<file path="config.mk">
export PLATFORM = sky130hd
export DESIGN_NAME = alg4_bytes_to_bits_stream
export DESIGN_NICKNAME = d
export VERILOG_FILES = /design/src/rtl/alg4_bytes_to_bits_stream.sv
export SDC_FILE = /design/constraint.sdc
export NUM_CORES = 1
export LEC_CHECK = 0
export ABC_AREA = 1
export BUFFER_PORTS_ARGS = -buffer_cell sky130_fd_sc_hd__buf_4
export CELL_PAD_IN_SITES_DETAIL_PLACEMENT = 0
export CELL_PAD_IN_SITES_GLOBAL_PLACEMENT = 2
export CORE_AREA = 2 2 82 52
export DETAILED_ROUTE_END_ITERATION = 16
export DIE_AREA = 0 0 84 54
export GPL_ROUTABILITY_DRIVEN = 0
export PLACE_DENSITY_LB_ADDON = 0.1
export SYNTH_ARGS = -nofsm -noshare
export SYNTH_HDL_FRONTEND = slang
export SYNTH_SLANG_ARGS = --single-unit
</file>
<file path="constraint.sdc">
create_clock -name clk -period 2.2 [get_ports clk]
set_clock_uncertainty 0.15 [all_clocks]
set_input_delay 0.11 -clock clk [delete_from_list [all_inputs] [get_ports clk]]
set_output_delay 0.11 -clock clk [all_outputs]
set_load 0.02 [all_outputs]
</file>
<file path="src/rtl/alg4_bytes_to_bits_stream.sv">
// alg4_bytes_to_bits_stream: streaming BytesToBits, bytes in over s_*, LSB-first OUT_W-bit chunks out over m_*, with m_last/bit_idx message tagging and len_err framing check; clk/rst sync active-high
module alg4_bytes_to_bits_stream #(
  parameter int LEN = 32,
  parameter int OUT_W = 1,
  parameter int IDX_W = $clog2(8 * LEN)
) (
  input  logic             clk,
  input  logic             rst,
  input  logic             s_valid,
  output logic             s_ready,
  input  logic [7:0]       s_data,
  input  logic             s_last,
  output logic             m_valid,
  input  logic             m_ready,
  output logic [OUT_W-1:0] m_bits,
  output logic             m_last,
  output logic [IDX_W-1:0] bit_idx,
  output logic             len_err
);
  localparam int NC = 8 / OUT_W;
  localparam int CW = LEN > 1 ? $clog2(LEN) : 1;
  localparam int KW = NC > 1 ? $clog2(NC) : 1;
  typedef enum logic {EMPTY, HOLD} state_t;
  state_t state, state_nxt;
  logic [7:0] sr;
  logic [KW-1:0] chunk_idx;
  logic [CW-1:0] byte_cnt, cnt_nxt, cnt_in;
  logic last_chunk, fire, load, cnt_end;
  always_comb begin
    m_valid = state == HOLD;
    last_chunk = chunk_idx == KW'(NC - 1);
    fire = m_valid && m_ready;
    s_ready = !rst && (state == EMPTY || (last_chunk && fire));
    load = s_valid && s_ready;
    cnt_end = byte_cnt == CW'(LEN - 1);
    cnt_nxt = cnt_end ? '0 : byte_cnt + 1'b1;
    cnt_in = state == EMPTY ? byte_cnt : cnt_nxt;
    state_nxt = load ? HOLD : (fire && last_chunk) ? EMPTY : state;
    m_bits = m_valid ? sr[OUT_W-1:0] : '0;
    m_last = m_valid && cnt_end && last_chunk;
    bit_idx = IDX_W'({byte_cnt, 3'b000}) + IDX_W'(32'(chunk_idx) * OUT_W);
  end
  always_ff @(posedge clk) begin
    if (rst) begin
      state <= EMPTY;
      sr <= '0;
      chunk_idx <= '0;
      byte_cnt <= '0;
      len_err <= 1'b0;
    end else begin
      state <= state_nxt;
      len_err <= load && (s_last != (cnt_in == CW'(LEN - 1)));
      if (fire && last_chunk) byte_cnt <= cnt_nxt;
      if (load) begin
        sr <= s_data;
        chunk_idx <= '0;
      end else if (fire) begin
        sr <= sr >> OUT_W;
        chunk_idx <= last_chunk ? '0 : chunk_idx + 1'b1;
      end
    end
  end
endmodule

</file>
==> impl_metrics.yaml, run 1 <==
run_status:
  status: "finished, final reports clean"
detailed_routing:
  wirelength_um: 2440
  drt_first_pass_iters: 4
  antenna_left: 0
  vias: 929
  first_iter_violations: 45
  viasPerCell: 4.18
  wl_per_cell_um: 11.0
  drc: 0
finish:
  design_area_sq_um: 1280
  antenna_cells: 0
  syn_to_final_growth_pct: 34.5
  drive_gt1_frac: 0.227
  layout.nets: 191
  final_common_cell: "nand2_1"
  stdcell_count: 222
  most-common-layout-cells: "37 x nand2_1, 29 x buf_4, 18 x nand3_1, 18 x dfxtp_1"
synth:
  syn-num-nets: 158
  syn_area_sq_um: 951
  async_reset_ff_frac: 0
  synthDominantCellAreaShare: 0.379
  yosys-top-cells-area: "dfxtp_1 38%, nand2_1 15%, nand3_1 9.5%, a21oi_1 7.4%, inv_1 6.3%"
  synth.distinct_cells: 19
  synth_edf_count: 0
  syn_avg_cell_area_sq_um: 6.74
  synth-main-ff-cell: "dfxtp_1"
  yosysSeqAreaShare: 0.379
  synth_top_area_cell: "dfxtp_1"
  synthCells: 141
  synth_seq_cells: 18
  yosysWarnings: 0
timing:
  final.setup.tns_ns: 0
  fin_crit_ns: 1.87
  slew_viol_final: 0
  hold_viol_final: 0
  setup_viol: 0
  whs_ns: 0.0273
  rsz0062_at_grt: "false"
  finalCritPeriodShare: 0.849
  worstMarginPinSlew_ns: 0.278
  max_slew_margin: 0.814
  fmaxAchievable_mhz: 536
clock_network:
  htree_levels: 1
  clk_pin_slew_worst_paths_ns: 0.06
  ctsLongestPathBuffers: 2
  cts_root_buffer: "clkbuf_8"
  clk_latency_ns: 0.25
  cts_tree: "done"
  clkSinkCount: 18
  cts_resized: 0
  cts_buffers: 3
global_routing:
  grt_first_pass_wirelength_um: 4220
  grt_max_degree: 19
  track_usage: 0.124
  grt_use_met2: 0.187
  grt_pass1_vias: 873
  antenna_found_initial: 0
  use_met3: 0.0399
  grt_overflow_total: 0
  busiest_layer: "met2"
  grtUsageMet1: 0.172
worst_setup_path:
  path_common_cell: "ha_1"
  timing.critical_path.buf_inv: 2
  worst_ep_arrival_time_ns: 1.61
  cp_cell_sequence: "ha_1 > ha_1 > inv_1 > nor2_2 > nor2_1 > nor2_4 > buf_4"
  worstPathRequired_ns: 1.94
  endpoint_kind: "output port"
  path_class: "reg2out"
  start_kind: "register"
  critPathSlowestCell: "dfxtp_1"
  regToRegStartpoint: "byte_cnt[0]"
  crit_fanout: 7
  crit_family: "flip-flops"
  crit_path_start: "chunk_idx[0]"
  cp_slowest_stage_delay_ns: 0.39
placement:
  dp_hpwl_um: 1830
  dpl-instance-area_sq_um: 1210
  dp_cells: 216
  io_buffers: 25
pwr:
  powerDensity_nw_per_um2: 528
  cellLeakagePower_nw: 0.619
  ir_drop_mv: 0.223
die:
  core_sq_um: 3900
  ios: 26
  die-area_sq_um: 4540
  initial_core_util: 0.244
  die_x_um: 84
  placementRows: 18
  die_y_um: 54
run:
  cap_violations: 0
hold_path:
  hold_path.startpoint: "s_last"
  min_path_type: "in2reg"
[cells in the mapped netlist, types with 2 or more instances]
cell type	n
inv_1	16
a21oi_1	14
ha_1	4
nand2_1	37
dfxtp_1	18
nor2_1	16
nand3_1	18
o21ai_0	4
nor3_1	2
nand2_2	3
[per-stage QoR]
step	util	power (mW)	setup slack, ns
2_1_floorplan	-	0.413	0.340
3_3_place_gp	0.310	0.451	0.402
3_5_place_dp	0.310	0.452	0.387
4_1_cts	0.328	0.691	0.308
5_1_grt	0.328	0.725	0.105
6_report	0.328	0.675	0.333
[tightest hold or removal path: stages]
cell     delay (ns)
buf_4          0.07
inv_1          0.04
a21oi_1        0.11
nor2_1         0.05
[report_power, final]
group          switching [mW]  internal, mW
clock network           0.106         0.122
logic                  0.0562        0.0455
registers             0.00678         0.339
total                   0.169         0.506
[state kept, by name, indices dropped and copies added, names as in the netlist]
| register | cells |
|---|---|
| sr | 8 |
| byte_cnt | 5 |
| chunk_idx | 3 |
| len_err | 1 |
| m_valid | 1 |
[timing repair]
item,in CTS,in global routing
hold endpoints to repair,5,0
hold buffers,3,0
setup buffers,0,0
[routing by layer]
layer / routed length, um / vias up
met3: 156 / 2
met1: 1310 / 387
met5: 0 / -
li1: - / 513
met4: 18 / 0
met2: 948 / 27
[worst paths after layout]
path	to	slack, ns	depth (start not counted)
worst max-delay path	s_ready	0.33	7
worst min-delay path	len_err	0.03	4
worst max register to register	len_err	0.35	10
worst min register to register	byte_cnt[3]	0.33	2
[logic make-up after synthesis]
family	after synthesis	share of synthesized area
and+or+nand+nor	80	0.379
buffers and inverters	21	0.0947
AOI/OAI and AO/OA	18	0.0947
DFF	18	0.379
adders and majority gates	4	0.0526
[cell type report]
class                      count  area [sq um]
timing repair buffer          32           248
sequential                    18           360
clock buffer                   3          41.3
multi-input combinational    102           500
tap                           50          62.6
fill                         421          2620
inverter                      17          66.3
(Power assumes the default switching activity.)
==> inputs of run 2 (changes only) <==
--- a/config.mk
+++ b/config.mk
@@ -9,9 +9,9 @@
 export BUFFER_PORTS_ARGS = -buffer_cell sky130_fd_sc_hd__buf_4
 export CELL_PAD_IN_SITES_DETAIL_PLACEMENT = 0
 export CELL_PAD_IN_SITES_GLOBAL_PLACEMENT = 2
-export CORE_AREA = 2 2 82 52
+export CORE_AREA = 2 2 85 54
 export DETAILED_ROUTE_END_ITERATION = 16
-export DIE_AREA = 0 0 84 54
+export DIE_AREA = 0 0 87 56
 export GPL_ROUTABILITY_DRIVEN = 0
 export PLACE_DENSITY_LB_ADDON = 0.1
 export SYNTH_ARGS = -nofsm -noshare
==> constraint.sdc (replaced) <==
create_clock -name clk -period 1.6 [get_ports clk]
set_clock_uncertainty 0.15 [all_clocks]
set_input_delay 0.08 -clock clk [delete_from_list [all_inputs] [get_ports clk]]
set_output_delay 0.08 -clock clk [all_outputs]
set_load 0.02 [all_outputs]
==> run 2 against run 1 <==
  * The run now ends with setup timing left
  * Routed wire length up 16%
  * Highest routed layer unchanged
  * Via count is 12% higher
  * Design area up 23%
  * Critical path type unchanged
  * Final cell count grew 7.7%
  * Sequential share of layout area is 4.2 points lower
  * Total power increased by 45%
==> impl_metrics.yaml, run 2 (synthesis results as in run 1) <==
global_routing:
  grt_use_met2: 0.170
  use_met3: 0.0415
  grt_overflow_total: 0
  grt_max_degree: 19
  grt_pass1_vias: 918
  busiest_layer: "met2"
  grt_first_pass_wirelength_um: 4430
  antenna_found_initial: 0
  track_usage: 0.117
  grtUsageMet1: 0.166
worst_setup_path:
  crit_fanout: 3
  crit_end: "m_last"
  worst_ep_arrival_time_ns: 1.52
  regToRegStartpoint: "byte_cnt[0]"
  path_class: "reg2out"
  reg2regPathDepth: 10
  endpoint_kind: "output port"
  crit_path_start: "byte_cnt[0]"
  r2r_slack_ns: -0.11
  start_kind: "register"
  worstPathRequired_ns: 1.37
  r2r_end: "len_err"
finish:
  multi_input_area_sq_um: 659
  fillCellCount: 429
  layout.nets: 207
  largest_reg_flops: 8
  drive_gt1_frac: 0.418
  syn_to_final_growth_pct: 65.8
  final_common_cell: "buf_4"
  design_area_sq_um: 1580
  stdcell_count: 239
  postLayoutCoreUtil: 0.391
  reg_top3: "sr x8, byte_cnt x5, chunk_idx x3"
  seqCellArea_sq_um: 378
  most-common-layout-cells: "40 x buf_4, 35 x nand2_1, 15 x inv_1, 13 x nand3_1, 13 x nor2_1"
  antenna_cells: 0
  top_register: "sr"
detailed_routing:
  first_iter_violations: 41
  wl_per_cell_um: 11.9
  antenna_left: 0
  wirelength_um: 2840
  vias: 1042
  viasPerCell: 4.36
  drt_first_pass_iters: 4
  drc: 0
timing:
  hold_viol_final: 0
  fin_crit_ns: 1.75
  rsz0062_at_grt: "true"
  fmaxAchievable_mhz: 572
  max_slew_margin: 0.806
  worstMarginPinSlew_ns: 0.290
  setup_ws_ns: -0.149
  slew_viol_final: 0
  setup_viol: 2
  whs_ns: 0.0182
  finalCritPeriodShare: 1.09
clock_network:
  cts_root_buffer: "clkbuf_8"
  ctsLongestPathBuffers: 2
  clkSinkCount: 18
  clk_latency_ns: 0.26
  htree_levels: 1
  clk_pin_slew_worst_paths_ns: 0.08
  cts_buffers: 3
  cts_tree: "done"
die:
  ios: 26
  die_y_um: 56
  die-area_sq_um: 4870
  die_x_um: 87
  core_sq_um: 4030
  placementRows: 18
  initial_core_util: 0.236
hold_path:
  min_path_type: "in2reg"
run:
  cap_violations: 0
run_status:
  status: "finished, violations left"
  violations: "setup timing"
pwr:
  cellLeakagePower_nw: 0.714
  ir_drop_mv: 0.250
  powerDensity_nw_per_um2: 621
placement:
  dp_cells: 227
  io_buffers: 25
  dp_hpwl_um: 2000
  dpl-instance-area_sq_um: 1360
-- run 2: cell types whose count changed in the layout (fill, tap and decap cells not counted), sizes merged --
cell	before	now
buf	29	42
nand3	19	21
clkinv	0	1
dlygate4sd3	3	4
-- run 2: layout make-up --
type	instances	share of cell area
Clock buffer	3	0.0262
Clock inverter	1	0.00238
Inverter	17	0.0437
Multi-Input combinational cell	104	0.418
Sequential cell	18	0.240
Tap cell	50	0.0397
Timing Repair Buffer	46	0.230
-- run 2: how the worst min path moves through the flow --
stage,from,end,slack [ns],depth (start not counted)
2_1_floorplan,s_data[0],sr[0],0.06,2
3_3_place_gp,s_data[0],sr[0],0.16,3
3_5_place_dp,s_data[0],sr[0],0.17,3
4_1_cts,s_data[2],sr[2],0.02,5
5_1_grt,s_data[6],sr[6],0.04,5
6_report,s_data[2],sr[2],0.02,5
-- run 2: routing by layer --
metal  vias up  wire length [um]
met5         -                 0
met4         0                10
met3         2               115
met2        20              1230
met1       470              1470
li1        550                 -
-- run 2: through the flow --
stage | setup TNS, ns | power [mW] | setup WS [ns]
after floorplan | -0.0758 | 0.564 | -0.0758
after global placement | -0.124 | 0.622 | -0.124
after detailed placement | -0.168 | 0.622 | -0.168
after CTS | -0.416 | 0.968 | -0.201
after global routing | -0.673 | 1.04 | -0.258
final | -0.260 | 0.979 | -0.149
-- run 2: worst max-delay path, cell delays in order, from the launching register on --
cell     delay [ns]
dfxtp_4        0.36
ha_4           0.15
nand2_4        0.06
nor2_4         0.10
ha_4           0.13
inv_1          0.05
buf_4          0.13
nor3_2         0.11
buf_4          0.16
-- run 2: timing repair --
item                                    4_1_cts  5_1_grt
endpoints found under the setup margin        3       14
pin swaps                                     3       12
cloned                                        0        2
gates resized for setup                       1       21
buffers inserted                              1        1
endpoints found under the hold margin        11        0
hold buffers                                  4        0
-- run 2: power breakdown --
group	internal, mW	switching (mW)	total [mW]
sequential	0.460	0.00956	0.470
clock	0.171	0.161	0.331
combinational	0.0799	0.0983	0.178
